<file path="config.mk">
export PLATFORM = sky130hd
export DESIGN_NAME = match_round_controller
export DESIGN_NICKNAME = d
export VERILOG_FILES = /design/src/rtl/match_round_controller.sv
export SDC_FILE = /design/constraint.sdc
export NUM_CORES = 1
export LEC_CHECK = 0
export ABC_CLOCK_PERIOD_IN_PS = 2500
export BUFFER_PORTS_ARGS = -buffer_cell sky130_fd_sc_hd__buf_4
export CELL_PAD_IN_SITES_DETAIL_PLACEMENT = 1
export CELL_PAD_IN_SITES_GLOBAL_PLACEMENT = 2
export CORE_MARGIN = 2
export CORE_UTILIZATION = 37
export CTS_BUF_LIST = sky130_fd_sc_hd__clkbuf_4
export DETAILED_ROUTE_END_ITERATION = 8
export PLACE_DENSITY = 0.9
export SKIP_LAST_GASP = 1
export SLEW_MARGIN = 20
export SYNTH_ARGS = -nofsm -noshare
export SYNTH_HDL_FRONTEND = slang
export SYNTH_SLANG_ARGS = --single-unit
</file>
<file path="constraint.sdc">
create_clock -name clk -period 2.5 [get_ports clk]
set_input_delay 0.25 -clock clk [delete_from_list [all_inputs] [get_ports clk]]
set_output_delay 0.25 -clock clk [all_outputs]
set_load 0.005 [all_outputs]
</file>
<file path="src/rtl/match_round_controller.sv">
// Round/match sequencer for a two-player fighting game: countdown, timed rounds, KO/timeout
// scoring and end-of-round/match holds. Optional macro MATCH_SUDDEN_DEATH_EN adds sudden death.
module match_round_controller #(
  parameter int TICKS_PER_SEC = 60,
  parameter int HP_W          = 3,
  parameter int GUARD_W       = 3,
  parameter int COUNTDOWN_S   = 3,
  parameter int ROUND_S       = 99,
  parameter int ROUNDS_TO_WIN = 2,
  parameter int END_HOLD_S    = 5
) (
  input  logic               clk,
  input  logic               rst,
  input  logic               tick_sel,
  input  logic               start,
  input  logic               abort,
  input  logic               p1_hit,
  input  logic               p2_hit,
  input  logic               p1_block,
  input  logic               p2_block,
  output logic [HP_W-1:0]    p1_health,
  output logic [HP_W-1:0]    p2_health,
  output logic [GUARD_W-1:0] p1_guard,
  output logic [GUARD_W-1:0] p2_guard,
  output logic [2:0]         p1_rounds,
  output logic [2:0]         p2_rounds,
  output logic [7:0]         seconds_left,
  output logic [2:0]         phase,
  output logic [1:0]         round_winner,
  output logic               input_active,
  output logic               match_done
);

  localparam logic [2:0] PH_IDLE      = 3'd0;
  localparam logic [2:0] PH_COUNTDOWN = 3'd1;
  localparam logic [2:0] PH_ACTIVE    = 3'd2;
  localparam logic [2:0] PH_ROUND_END = 3'd3;
  localparam logic [2:0] PH_MATCH_END = 3'd4;
  localparam logic [2:0] PH_SUDDEN    = 3'd5;

  localparam int               DIV_W      = (TICKS_PER_SEC > 1) ? $clog2(TICKS_PER_SEC) : 1;
  localparam logic [DIV_W-1:0] DIV_LAST   = DIV_W'(TICKS_PER_SEC - 1);
  localparam logic [7:0]       HOLD_LAST  = 8'(END_HOLD_S - 1);
  localparam logic [2:0]       WIN_ROUNDS = 3'(ROUNDS_TO_WIN);

  logic [DIV_W-1:0] div_cnt;
  logic [7:0]       hold_cnt;
  logic [2:0]       next_phase;
  logic [1:0]       next_winner;
  logic             tick, hold_done, phase_change, hit_en;
  logic             p1_dmg, p2_dmg, p1_ko, p2_ko;

  assign tick         = tick_sel | (div_cnt == DIV_LAST);
  assign hold_done    = tick && (hold_cnt == HOLD_LAST);
  // A block with an empty guard is a guard break and lands as a hit.
  assign p1_dmg       = p1_hit | (p1_block & (p1_guard == '0));
  assign p2_dmg       = p2_hit | (p2_block & (p2_guard == '0));
  assign p1_ko        = (p1_health == '0);
  assign p2_ko        = (p2_health == '0);
  assign input_active = (phase == PH_ACTIVE) || (phase == PH_SUDDEN);
  assign match_done   = (phase == PH_MATCH_END);
  assign phase_change = (next_phase != phase);
  // In ACTIVE, the cycle that ends the round is scored on registered health, so freeze it.
  assign hit_en       = input_active && ((phase == PH_SUDDEN) || !phase_change);

  // NOTE: every variable assigned here gets a default first so no latch is inferred.
  always_comb begin
    next_phase  = phase;
    next_winner = 2'd0;
    case (phase)
      PH_IDLE:      if (start) next_phase = PH_COUNTDOWN;
      PH_COUNTDOWN: if (tick && seconds_left <= 8'd1) next_phase = PH_ACTIVE;
      PH_ACTIVE: begin
        if (p1_ko || p2_ko) begin
          next_phase  = PH_ROUND_END;
          next_winner = (p1_ko && p2_ko) ? 2'd3 : (p1_ko ? 2'd2 : 2'd1);
        end else if (seconds_left == 8'd0) begin
          next_phase = PH_ROUND_END;
          if (p1_health > p2_health)      next_winner = 2'd1;
          else if (p2_health > p1_health) next_winner = 2'd2;
          else begin
`ifdef MATCH_SUDDEN_DEATH_EN
            next_phase = PH_SUDDEN;
`else
            next_winner = 2'd3;
`endif
          end
        end
      end
      PH_SUDDEN: begin
        if (p1_dmg || p2_dmg) begin
          next_phase  = PH_ROUND_END;
          next_winner = (p1_dmg && p2_dmg) ? 2'd3 : (p1_dmg ? 2'd2 : 2'd1);
        end
      end
      PH_ROUND_END: begin
        if (hold_done)
          next_phase = (p1_rounds == WIN_ROUNDS || p2_rounds == WIN_ROUNDS) ? PH_MATCH_END
                                                                            : PH_COUNTDOWN;
      end
      PH_MATCH_END: if (hold_done) next_phase = PH_IDLE;
      default:      next_phase = PH_IDLE;
    endcase
    if (abort) next_phase = PH_IDLE;
  end

  // NOTE: state registers use non-blocking assignments so every flop samples pre-edge values.
  always_ff @(posedge clk or posedge rst) begin
    if (rst) begin
      phase        <= PH_IDLE;
      div_cnt      <= '0;
      hold_cnt     <= '0;
      seconds_left <= '0;
      round_winner <= 2'd0;
      p1_health    <= '1;
      p2_health    <= '1;
      p1_guard     <= '1;
      p2_guard     <= '1;
      p1_rounds    <= '0;
      p2_rounds    <= '0;
    end else begin
      phase <= next_phase;

      if (phase_change || tick) div_cnt <= '0;
      else                      div_cnt <= div_cnt + DIV_W'(1);

      if (phase_change) hold_cnt <= '0;
      else if (tick && (phase == PH_ROUND_END || phase == PH_MATCH_END))
        hold_cnt <= hold_cnt + 8'd1;

      if (phase_change) begin
        case (next_phase)
          PH_IDLE:      seconds_left <= '0;
          PH_COUNTDOWN: seconds_left <= 8'(COUNTDOWN_S);
          PH_ACTIVE:    seconds_left <= 8'(ROUND_S);
          default:      seconds_left <= seconds_left;
        endcase
      end else if (tick && (phase == PH_COUNTDOWN || phase == PH_ACTIVE) && seconds_left != 8'd0)
        seconds_left <= seconds_left - 8'd1;

      if (next_phase == PH_IDLE || next_phase == PH_COUNTDOWN) round_winner <= 2'd0;
      else if (next_phase == PH_ROUND_END && phase_change) round_winner <= next_winner;

      if (next_phase == PH_IDLE) begin
        p1_rounds <= '0;
        p2_rounds <= '0;
      end else if (next_phase == PH_ROUND_END && phase_change) begin
        if (next_winner == 2'd1 && p1_rounds != 3'd7) p1_rounds <= p1_rounds + 3'd1;
        if (next_winner == 2'd2 && p2_rounds != 3'd7) p2_rounds <= p2_rounds + 3'd1;
      end

      if (next_phase == PH_IDLE || (phase == PH_ROUND_END && next_phase == PH_COUNTDOWN)) begin
        p1_health <= '1;
        p2_health <= '1;
        p1_guard  <= '1;
        p2_guard  <= '1;
      end else if (hit_en) begin
        if (p1_dmg)        p1_health <= p1_health >> 1;
        else if (p1_block) p1_guard  <= p1_guard >> 1;
        if (p2_dmg)        p2_health <= p2_health >> 1;
        else if (p2_block) p2_guard  <= p2_guard >> 1;
      end
    end
  end

endmodule

</file>
[Yosys cells after proc, flatten, opt, wreduce, memory -nomap -nowiden]
Index checks and enable logic that the tools add are counted.
Word-level totals
  output and inout bits: 33
  logic and storage cells: 141
  register bits: 45
  bits of input ports: 9
Cells by class
  add/sub/neg operators: 5
  bitwise logic cells: 5
  equal/unequal tests: 20
  muxes and demuxes: 48
  magnitude comparators: 3
  reductions and logical operators: 49
Operators by type and width (number)
  two-way mux 3 bit: 29
  two-way mux 8 bit: 4
  one-hot mux 8 bit (3 select lines): 1
  nonzero test 2 bit: 11
  two-way mux 2 bit: 10
  == test 3 x 2 -> 1 bit, second input constant: 6
  logical NOT 3 bit: 6
  one-hot mux 3 bit (6 select lines): 1
  logical AND 1 bit: 12
  logical OR 1 bit: 10
  AND reduction 2 bit: 5
  adder 8 x 1 -> 8 bit, second input constant: 1
  == test 8 x 3 -> 1 bit, second input constant: 1
  <= comparator 8 x 1 -> 1 bit, second input constant: 1
  logical NOT 8 bit: 1
  nonzero test 8 bit: 1
  subtractor 8 x 1 -> 8 bit, second input constant: 1
  adder 3 x 1 -> 3 bit, second input constant: 2
  adder 6 x 1 -> 6 bit, second input constant: 1
  == test 3 x 1 -> 1 bit, second input constant: 2
  == test 3 bit, second input constant: 2
  == test 6 bit, second input constant: 1
  > comparator 3 bit: 2
  two-way mux 6 bit: 1
  other kinds (12): 18

[Depth between registers and ports, before layout]
Gate-level depths: netlist of the first run.
  word-level depth: 13
  mapped depth: 11
  gate-level depth less buffers: 10

[Least setup slack after synthesis of the first run]
OpenSTA, ideal clock, no wires.
  path kind: reg2reg
  from: register p1_health[1]
  to: register p1_rounds[1]
  buffers on the path: 0
  cell stages (with the launch flop): 11
  data arrival time: 2197 ps
  library setup time: 134 ps
  path slack: 170 ps
  cell sequence: dfstp_2 inv_1 ha_1 nor2b_1 o21ai_0 a211oi_1 o21ai_0 nand2_1 nor4_4 mux2i_1 nor2_1
On the way
  cells in the longest elaborated chain, start to end: 10
RTL lines
  start: declaration: line 21  | output logic [HP_W-1:0] p1_health,
  start signal: assignment: line 158  | if (p1_dmg) p1_health <= p1_health >> 1;
  > comparator 3 bit: line 80  | else if (p2_health > p1_health) next_winner = 2'd2;
  two-way mux 1 bit: line 80
  two-way mux 2 bit: line 79  | if (p1_health > p2_health) next_winner = 2'd1;
  two-way mux 2 bit: line 77  | end else if (seconds_left == 8'd0) begin
  two-way mux 2 bit: line 74  | if (p1_ko || p2_ko) begin
  one-hot mux 2 bit (2 select lines): line 70  | case (phase)
  == test 2 x 1 -> 1 bit: line 148  | if (next_winner == 2'd1 && p1_rounds != 3'd7) p1_rounds <= p1_rounds + 3'd1;
  logical AND 1 bit: line 148
  nonzero test 2 bit (no line)
  AND reduction 2 bit (no line)
  end signal: assignment: line 148
  end: declaration: line 25  | output logic [2:0] p1_rounds,
Several ways; a longest one is shown, not always the timed one.
A chain may end at the register's enable or synchronous reset.

[Worst setup path in the final report of the first run]
  from: register p2_guard[2]
  to: register seconds_left[0]
On the way
  cells in the longest elaborated chain, start to end: 10
RTL lines
  start: declaration: line 24  | output logic [GUARD_W-1:0] p2_guard,
  start signal: assignment: line 161  | else if (p2_block) p2_guard <= p2_guard >> 1;
  logical NOT 3 bit (*): line 57  | assign p2_dmg = p2_hit | (p2_block & (p2_guard == '0));
  AND 1 bit (*): line 57
  bitwise OR 1 bit (*): line 57
  logical OR 1 bit (*): line 91  | if (p1_dmg || p2_dmg) begin
  two-way mux 3 bit (*): line 91
  one-hot mux 3 bit (6 select lines) (*): line 70
  two-way mux 3 bit (*): line 104  | if (abort) next_phase = PH_IDLE;
  == test 3 x 2 -> 1 bit (tied with other cells): line 132  | case (next_phase)
  one-hot mux 8 bit (3 select lines) (tied with other cells): line 132
  two-way mux 8 bit or AND reduction 2 bit (tied branches)
  end signal: assignment: line 134  | PH_COUNTDOWN: seconds_left <= 8'(COUNTDOWN_S);
  end signal: assignment: line 135  | PH_ACTIVE: seconds_left <= 8'(ROUND_S);
  end signal: assignment: line 136  | default: seconds_left <= seconds_left;
  end: declaration: line 27  | output logic [7:0] seconds_left,
Mark *: on every way between the ends. The rest lies on a longest branch, timed or not. The select of a mux whose other input is x is not followed.

==> metrics.yaml, run 1 <==
cts.path.max_buffers: 2
io_buffers: 41
syn-cell-area_um2: 2770
final_core_util: 0.477
start_kind: "flip-flop"
antenna_found_initial: 0
ys_warn_count: 0
final_antenna_net_count: 0
crit_chain: "nor4b_2 > o41ai_2 > nor2_1 > or3_4 > o21ai_2 > o21a_4 > nor3_2 > a221oi_2"
layout_commonest_cell: "buf_4"
syn_inst: 278
post_route_cells_drive_above_1_share: 0.341
post-route-drc-count: 0
via_per_inst: 5.21
arrival_ns: 2.79
violations: "setup timing"
max_slew_margin: 0.602
syn_to_final_growth_pct: 25.2
clk_pin_slew_ns: 0.14
grt-ovfl-total: 0
rows: 31
htreeDepth: 2
die_x_um: 90.5
skew_ns: 0.0136
clkLatencyLatePin_ns: 0.36
antenna_cells: 0
track_usage: 0.179
slowest_stage: "dfstp_2"
fin_crit_ns: 2.51
power_density_nw_per_um2: 648
drv_cap: 0
synth_edf_count: 0
core-area_um2: 7250
place_worst_setup_slack_ns: -0.0324
start_util: 0.381
vias: 2304
cts_tree: "done"
postSynthAreaPerCell_um2: 9.95
grt_pass1_wl_mm: 12.1
synthDistinctLibCells: 59
rsz0062_at_grt: "yes"
io_pins: 42
cts_buffers: 5
die_h_um: 90.5
cts_root_buf: "clkbuf_4"
place_congestion: 0.821
syn_nets: 301
layout.nets: 365
cts_sinks: 45
crit_type: "reg2reg"
wl_per_cell_um: 15.9
post_cts_hold_buffer_count: 0
worst_pin_slew_ns: 0.598
power_leakage_nw: 1.58
grt_use_met1: 0.227
hp-class: "in2async"
fmax_mhz: 399
cp_max_fo: 6
slowest_delay_ns: 0.58
synthFlopType: "dfrtp_1"
met2_usage: 0.307
met3_usage: 0.0392
setup_violations: 2
ys_seq_elements: 45
finalHoldViolCount: 0
ir_drop_mv: 0.269
async_reset_ff_frac: 1.00
crit_buf_inv: 0
grt_max_degree: 46
dieArea_um2: 8180
grt_pass1_vias: 2442
crit_path_end_kind: "flip-flop"
yosysSeqAreaShare: 0.412
crit_family: "compound AO/OA/AOI/OAI gates"
dr.pass1.iters: 4
slew_viol_final: 0
min_period_over_period: 1.00
layout_setup_ws_ns: -0.00857
status: "complete, but fails checks"
wl_mm: 7.01
gr-max-usage-layer: "met2"
drt_iter0_drc: 58
crit_required_ns: 2.79
dp_hpwl_mm: 5.43
mostFrequentLayoutCells: "buf_4, nor2_1, dfrtp_1"
==> area by class of cell <==
cell class,instances,area [µm²]
inverters,17,63.8
multi-input cells,211,1590
clock buffers,6,45.0
flip-flops and latches,45,1140
clock inverters,2,33.8
repair buffers,62,465
well taps,99,124
fillers,860,3790
==> per-stage QoR <==
step	TNS, ns	instances	power, mW	instance area (µm²)	hold slack [ns]
after global placement	0	433	1.74	3320	0.440
final	-0.0108	442	2.24	3460	0.0233
after floorplan	0	278	1.45	2770	0.433
after global routing	-0.512	442	2.40	3460	0.0524
after detailed placement	-0.0618	433	1.77	3320	0.455
after CTS	0	441	2.24	3410	0.0322
==> where the power goes <==
| part | total, mW | internal [mW] | switching (mW) |
|---|---|---|---|
| sequential | 0.872 | 0.785 | 0.0873 |
| clock | 0.457 | 0.219 | 0.238 |
| combinational | 0.913 | 0.401 | 0.512 |
==> cell usage after synthesis, drive strengths merged (6+ instances only) <==
cell type,instances,area share
a21oi,7,0.014
dfrtp,33,0.30
dfstp,12,0.11
ha,14,0.063
inv,17,0.023
mux2i,10,0.036
nand2,30,0.041
nand3,12,0.022
nand3b,6,0.018
nor2,35,0.047
nor3,6,0.013
o211ai,8,0.024
o21ai,12,0.026
xnor2,6,0.019
xor2,11,0.035
==> registers in the layout, indices dropped and copies added (netlist names) <==
signal and cells:
div_cnt 6, hold_cnt 8, p1_guard 3, p1_health 3
p1_rounds 3, p2_guard 3, p2_health 3, p2_rounds 3
phase 3, round_winner 2, seconds_left 8
==> cells by family (layout without fill, tap and decap cells) <==
kind of cell,Yosys count,count (layout),synth area share
adders and majority gates,14,14,0.0633
muxes,10,10,0.0362
DFF,45,45,0.412
xor gates and xnor gates,17,17,0.0538
AOI/OAI and AO/OA,49,49,0.153
buffers and inverters,22,87,0.0330
and+or+nand+nor,121,121,0.248
==> repair_timing <==
item / CTS / global route
resized for setup: 3 / 11
gates cloned: 0 / 0
pin swaps: 0 / 1
setup buffers: 0 / 1
endpoints found under the setup margin: 4 / 27
==> routing by layer <==
metal  up-vias  part of all wire
met2        50              0.50
met4         0             0.015
li1       1105                 -
met5         -                 0
met3        10             0.036
met1      1139              0.45
==> worst min-delay path: cells and delay by family <==
| family | cells | cell delay [ns] |
|---|---|---|
| buf+inv | 3 | 0.62 |
==> path summary, 6_finish.rpt <==
| check | depth (start not counted) | slack (ns) | start | to |
|---|---|---|---|---|
| min in group clk | 4 | 0.28 | p2_block | p2_guard[2]$_DFFE_PP1P_ |
| worst max register to register | 8 | -0.009 | p2_guard[2]$_DFFE_PP1P_ | seconds_left[0]$_DFFE_PP0P_ |
| worst max-delay path | 8 | -0.009 | p2_guard[2]$_DFFE_PP1P_ | seconds_left[0]$_DFFE_PP0P_ |
| max in group asynchronous | 3 | 2.08 | rst | round_winner[1]$_DFFE_PP0P_ |
| worst min register to register | 1 | 0.48 | div_cnt[0]$_DFF_PP0_ | div_cnt[0]$_DFF_PP0_ |
| worst min-delay path | 3 | 0.02 | rst | seconds_left[6]$_DFFE_PP0P_ |
No activity file was read; power rests on OpenSTA's default activity.
==> inputs of run 2 (changes only) <==
- ABC_CLOCK_PERIOD_IN_PS: 2500 -> 3200
- CORE_UTILIZATION: 37 -> 40
- PLACE_DENSITY: 0.9 -> 0.95
- clock period: 2.5 -> 3.2 ns (I/O delays scaled with it)
==> run 2 against run 1 <==
Against the previous run:
- the flow now finishes without violations
- first-iteration DRC count increased by 24%
- combinational power decreased by 33%
- power decreased by 29%
- sequential cell count unchanged
- highest routed layer unchanged
==> metrics.yaml, run 2 (synthesis results as in run 1) <==
crit_required_ns: 3.45  # +0.66 ns
post-route-drc-count: 0  # unchanged
crit_path_end_kind: "flip-flop"
slew_viol_final: 0  # unchanged
finalHoldViolCount: 0  # unchanged
setup_violations: 0  # -2
skew_ns: 0.0114  # -0.00221 ns
clkLatencyLatePin_ns: 0.36  # about the same
cts.path.max_buffers: 2  # unchanged
crit_type: "reg2reg"
grt_max_degree: 46  # unchanged
cts_buffers: 5  # unchanged
cts_root_buf: "clkbuf_4"
place_congestion: 0.842  # +2.6%
status: "complete, no violations"
grt_pass1_wl_mm: 11.1  # -7.8%
numPlacedInstances: 396  # -8.5%
layout.nets: 346  # -5.2%
fmax_mhz: 377  # -5.3%
antenna_cells: 0  # unchanged
core-area_um2: 6760  # -6.8%
start_util: 0.409  # +0.0280
power_density_nw_per_um2: 496  # -23%
post_cts_hold_buffer_count: 0  # unchanged
whs_ns: 0.0937  # +0.0705 ns
grt_pass1_vias: 2263  # -7.3%
track_usage: 0.184  # +0.00500
syn_to_final_growth_pct: 16.3
post_cts_buffers: 0  # unchanged
layout_commonest_cell: "buf_4"
io_buffers: 41  # unchanged
ff2ff_setup_slack_ns: 0.55  # +0.56 ns
wl_per_cell_um: 16.3  # +2.9%
mostFrequentLayoutCells: "buf_4, nor2_1, dfrtp_1"
dr.pass1.iters: 4  # unchanged
largestRegisters: "hold_cnt x8, seconds_left x8, div_cnt x6"
met2_usage: 0.325  # +0.0182
wl_mm: 6.59  # -6.0%
met3_usage: 0.0341  # -0.00511
cts_sinks: 45  # unchanged
fin_crit_ns: 2.65  # +0.141 ns
grt-ovfl-total: 0  # unchanged
grt_use_met1: 0.232  # +0.00542
drt_iter0_drc: 72  # +24%
die_x_um: 87.2  # -3.7%
post_route_cells_drive_above_1_share: 0.278  # -0.0633
power_leakage_nw: 1.46  # -7.5%
cts_resized: 0  # -3
final_antenna_net_count: 0  # unchanged
dieArea_um2: 7600  # -7.2%
fin_setup_tns_ns: 0  # +0.0108 ns
dp_hpwl_mm: 5.02  # -7.5%
rsz0062_at_grt: "no"
min_period_over_period: 0.828  # -0.176
max_slew_margin: 0.587  # -0.0145
vias: 2209  # -4.1%
via_per_inst: 5.47  # +4.9%
cts_tree: "done"
rows: 30  # -3.2%
io_pins: 42  # unchanged
clk_pin_slew_ns: 0.14  # about the same
gr-max-usage-layer: "met2"
worst_pin_slew_ns: 0.616  # +0.0180 ns
final_cells: 404  # -8.6%
arrival_ns: 2.90  # +0.11 ns
antenna_found_initial: 0  # unchanged
htreeDepth: 2  # unchanged
die_h_um: 87.2  # -3.7%
ir_drop_mv: 0.169  # -37%
drv_cap: 0  # unchanged
hp-class: "in2async"
cp_max_fo: 4  # -2
start_kind: "flip-flop"
==> run 2: changes by cell type in the layout (fill, tap and decap cells not counted), sizes merged <==
cell / before / now
clkinv: 2 / 3
buf: 62 / 43
bufinv: 1 / 0
==> run 2: worst max-delay path, stage by stage (launching register included) <==
cell and delay, ns:
dfstp_2 0.58, inv_1 0.06, ha_1 0.30, nor2b_1 0.13
o21ai_0 0.22, a211oi_1 0.11, o21ai_0 0.34, nand2_1 0.16
nor4_4 0.34, mux2i_1 0.25, nor2_1 0.05
==> run 2: through the flow <==
step                worst slack [ns]  utilization  area [µm²]  total power [mW]
floorplan                      0.870            -        2770              1.13
global placement               0.644        0.468        3160              1.31
detailed placement             0.572        0.468        3160              1.33
CTS                            0.548        0.476        3220              1.61
global route                   0.377        0.476        3220              1.71
finish                         0.551        0.476        3220              1.59
==> run 2: layout make-up <==
type / instances / area (µm²)
timing repair buffer: 43 / 323
multi-input combinational: 211 / 1530
inverter: 17 / 63.8
sequential: 45 / 1140
clock inverter: 2 / 10.0
fill: 787 / 3540
clock buffer: 6 / 45.0
tap: 80 / 100
==> run 2: final timing paths <==
kind | from | endpoint | depth (start not counted)
min in group clk | p2_block | p2_guard[2]$_DFFE_PP1P_ | 4
worst max register to register | p1_health[1]$_DFFE_PP1P_ | p1_rounds[2]$_DFFE_PP0P_ | 10
worst max-delay path | p1_health[1]$_DFFE_PP1P_ | p1_rounds[2]$_DFFE_PP0P_ | 10
worst min-delay path | rst | p1_rounds[1]$_DFFE_PP0P_ | 3
max in group asynchronous | rst | p2_rounds[0]$_DFFE_PP0P_ | 3
worst min register to register | div_cnt[0]$_DFF_PP0_ | div_cnt[0]$_DFF_PP0_ | 1
==> run 2: power by group <==
| group | total (mW) | leakage (nW) | internal [mW] | switching [mW] |
|---|---|---|---|---|
| Sequential | 0.702 | 0.580 | 0.613 | 0.0890 |
| Clock | 0.278 | 0.0354 | 0.0926 | 0.186 |
| Combinational | 0.614 | 0.848 | 0.263 | 0.351 |
| Total | 1.59 | 1.46 | 0.969 | 0.626 |
==> run 2: per-layer routing <==
layer | share of wire | wire length (µm)
met1 | 0.46 | 3030
met4 | 0.0090 | 59
met5 | 0 | 0
met2 | 0.50 | 3290
met3 | 0.031 | 206
==> inputs of run 3 (changes only) <==
- ABC_CLOCK_PERIOD_IN_PS: 3200 -> 2700
- CORE_UTILIZATION: 40 -> 37
- PLACE_DENSITY: 0.95 -> 0.9
- clock period: 3.2 -> 2.7 ns (I/O delays scaled with it)
==> run 3 against run 2 <==
Against the previous run:
- power is 30% higher
- critical endpoint is now p1_rounds[1]$_DFFE_PP0P_
- non-clock buffer count is 11 higher
- sequential share of layout area shrank 1.7 points
- cell count is 7.4% higher
- sequential cell count unchanged
- wire length rose by 4.9%
==> metrics.yaml, run 3 (synthesis results as in run 1) <==
final_antenna_net_count: 0  # unchanged
wl_mm: 6.92  # +4.9%
power_density_nw_per_um2: 613  # +24%
mostFrequentLayoutCells: "buf_4, nor2_1, dfrtp_1"
grt_max_degree: 30  # -35%
min_period_over_period: 0.937  # +0.109
ir_drop_mv: 0.200  # +18%
crit_buf_inv: 1  # unchanged
start_util: 0.381  # -0.0280
cts_root_buf: "clkbuf_4"
via_per_inst: 5.17  # -5.4%
setup_violations: 0  # unchanged
track_usage: 0.175  # -0.00847
layout_commonest_cell: "buf_4"
slowest_stage: "dfstp_2"
whs_path_depth: 4
io_pins: 42  # unchanged
status: "complete, no violations"
grt_pass1_vias: 2362  # +4.4%
place_congestion: 0.827  # -1.8%
dieArea_um2: 8180  # +7.7%
critPathCapture: "p1_rounds[1]$_DFFE_PP0P_"
slowest_delay_ns: 0.58  # about the same
dpl-instance-area_um2: 3250  # +2.9%
top_layer: "met4"
clkLatencyLatePin_ns: 0.37  # about the same
r2r_start: "p1_health[1]$_DFFE_PP1P_"
fillers: 845  # +7.4%
fin_crit_ns: 2.53  # -0.119 ns
fmax_mhz: 395  # +4.7%
drv_cap: 0  # unchanged
crit_chain: "inv_1 > ha_1 > nor2b_1 > o21ai_0 > a211oi_1 > o21ai_2 > nand2_1 > nor4_4 > mux2i_1 > nor2_1"
cts_tree: "done"
crit_required_ns: 2.97  # -0.48 ns
final_core_util: 0.465  # -0.0107
cp_max_fo: 4  # unchanged
largestRegisters: "hold_cnt x8, seconds_left x8, div_cnt x6"
dr_wl_met2_mm: 3.47  # +5.4%
post-route-drc-count: 0  # unchanged
clk_pin_slew_ns: 0.14  # about the same
crit_family: "simple AND/OR/NAND/NOR gates"
drt_iter0_drc: 63  # -13%
htreeDepth: 2  # unchanged
die_h_um: 90.5  # +3.8%
met3_length_um: 229  # +11%
skew_ns: 0.0116  # +0.000186 ns
fin_area_um2: 3380  # +4.9%
reg2reg_depth: 10  # unchanged
rows: 31  # +3.3%
finalHoldViolCount: 0  # unchanged
dr.pass1.iters: 4  # unchanged
r2r-end: "p1_rounds[1]$_DFFE_PP0P_"
wl_met1_mm: 3.15  # +3.8%
core-area_um2: 7250  # +7.4%
power_leakage_nw: 1.53  # +4.8%
grt-ovfl-total: 0  # unchanged
dp_hpwl_mm: 5.38  # +7.1%
cts.path.max_buffers: 2  # unchanged
cp.depth: 10  # unchanged
crit_type: "reg2reg"
arrival_ns: 2.80  # -0.10 ns
syn_to_final_growth_pct: 22.0
antenna_cells: 0  # unchanged
antenna_found_initial: 0  # unchanged
ff2ff_setup_slack_ns: 0.17  # -0.38 ns
hp-class: "in2reg"
rsz0062_at_grt: "no"
io_buffers: 41  # unchanged
worst_pin_slew_ns: 0.625  # +0.00948 ns
max_slew_margin: 0.583  # -0.00446
die_x_um: 90.5  # +3.8%
vias: 2245  # +1.6%
critPathLaunch: "p1_health[1]$_DFFE_PP1P_"
grt_pass1_wl_mm: 11.8  # +5.8%
fin_setup_tns_ns: 0  # unchanged
cts_sinks: 45  # unchanged
cts_buffers: 5  # unchanged
crit_path_end_kind: "flip-flop"
start_kind: "flip-flop"
layout.nets: 357  # +3.2%
post_route_cells_drive_above_1_share: 0.316  # +0.0386
wl_per_cell_um: 15.9  # -2.3%
slew_viol_final: 0  # unchanged
run 3: cell types whose count changed in the layout (fill, tap and decap cells not counted), sizes merged:
cell,delta
clkinv,-2
dlygate4sd3,+1
inv,+1
bufinv,+1
buf,+10
run 3: through the flow:
| step | cells | power, mW | hold slack [ns] | setup WS (ns) |
|---|---|---|---|---|
| 3_5_place_dp | 424 | 1.63 | 0.465 | 0.0102 |
| 3_3_place_gp | 424 | 1.61 | 0.451 | 0.163 |
| 4_1_cts | 432 | 2.07 | 0.0417 | 0.0996 |
| 6_report | 434 | 2.07 | 0.283 | 0.170 |
| 5_1_grt | 434 | 2.19 | 0.311 | 0.0352 |
| 2_1_floorplan | 278 | 1.34 | 0.433 | 0.370 |
run 3: area by class of cell:
cell class / count / area (µm²) / share of cell area
Tap cell: 99 / 124 / 0.0367
Inverter: 17 / 63.8 / 0.0189
Sequential cell: 45 / 1140 / 0.338
Clock inverter: 2 / 35.0 / 0.0104
Timing Repair Buffer: 54 / 408 / 0.121
Clock buffer: 6 / 45.0 / 0.0133
Multi-Input combinational cell: 211 / 1560 / 0.462
run 3: worst min-delay path by stage:
stage / start / endpoint / slack, ns
after floorplan: div_cnt[0]$_DFF_PP0_ / div_cnt[0]$_DFF_PP0_ / 0.43
after global placement: rst / div_cnt[3]$_DFF_PP0_ / 0.45
after detailed placement: rst / div_cnt[3]$_DFF_PP0_ / 0.47
after CTS: rst / div_cnt[3]$_DFF_PP0_ / 0.04
after global routing: p2_block / p2_guard[2]$_DFFE_PP1P_ / 0.31
final: p2_block / p2_guard[2]$_DFFE_PP1P_ / 0.28
run 3: worst register-to-register path, cell delays in order, from the launching register on:
cell      delay, ns
dfstp_2        0.58
inv_1          0.06
ha_1           0.30
nor2b_1        0.13
o21ai_0        0.24
a211oi_1       0.14
o21ai_2        0.19
nand2_1        0.13
nor4_4         0.37
mux2i_1        0.24
nor2_1         0.06
run 3: metal layers:
| metal | GRT usage | up-vias |
|---|---|---|
| li1 | - | 1091 |
| met3 | 0.0334 | 5 |
| met2 | 0.300 | 33 |
| met4 | 0.0423 | 0 |
| met5 | 0 | - |
| met1 | 0.229 | 1116 |
run 3: where the power goes:
| group | switching [mW] | internal [mW] |
|---|---|---|
| registers | 0.0783 | 0.727 |
| logic | 0.463 | 0.362 |
| clock network | 0.233 | 0.204 |
run 3: what timing repair did:
action,in CTS,in global routing
hold buffers,0,1
setup buffers,0,1
endpoints found under the setup margin,2,19
hold endpoints to repair,0,3
resized for setup,1,6
pin swaps,0,2
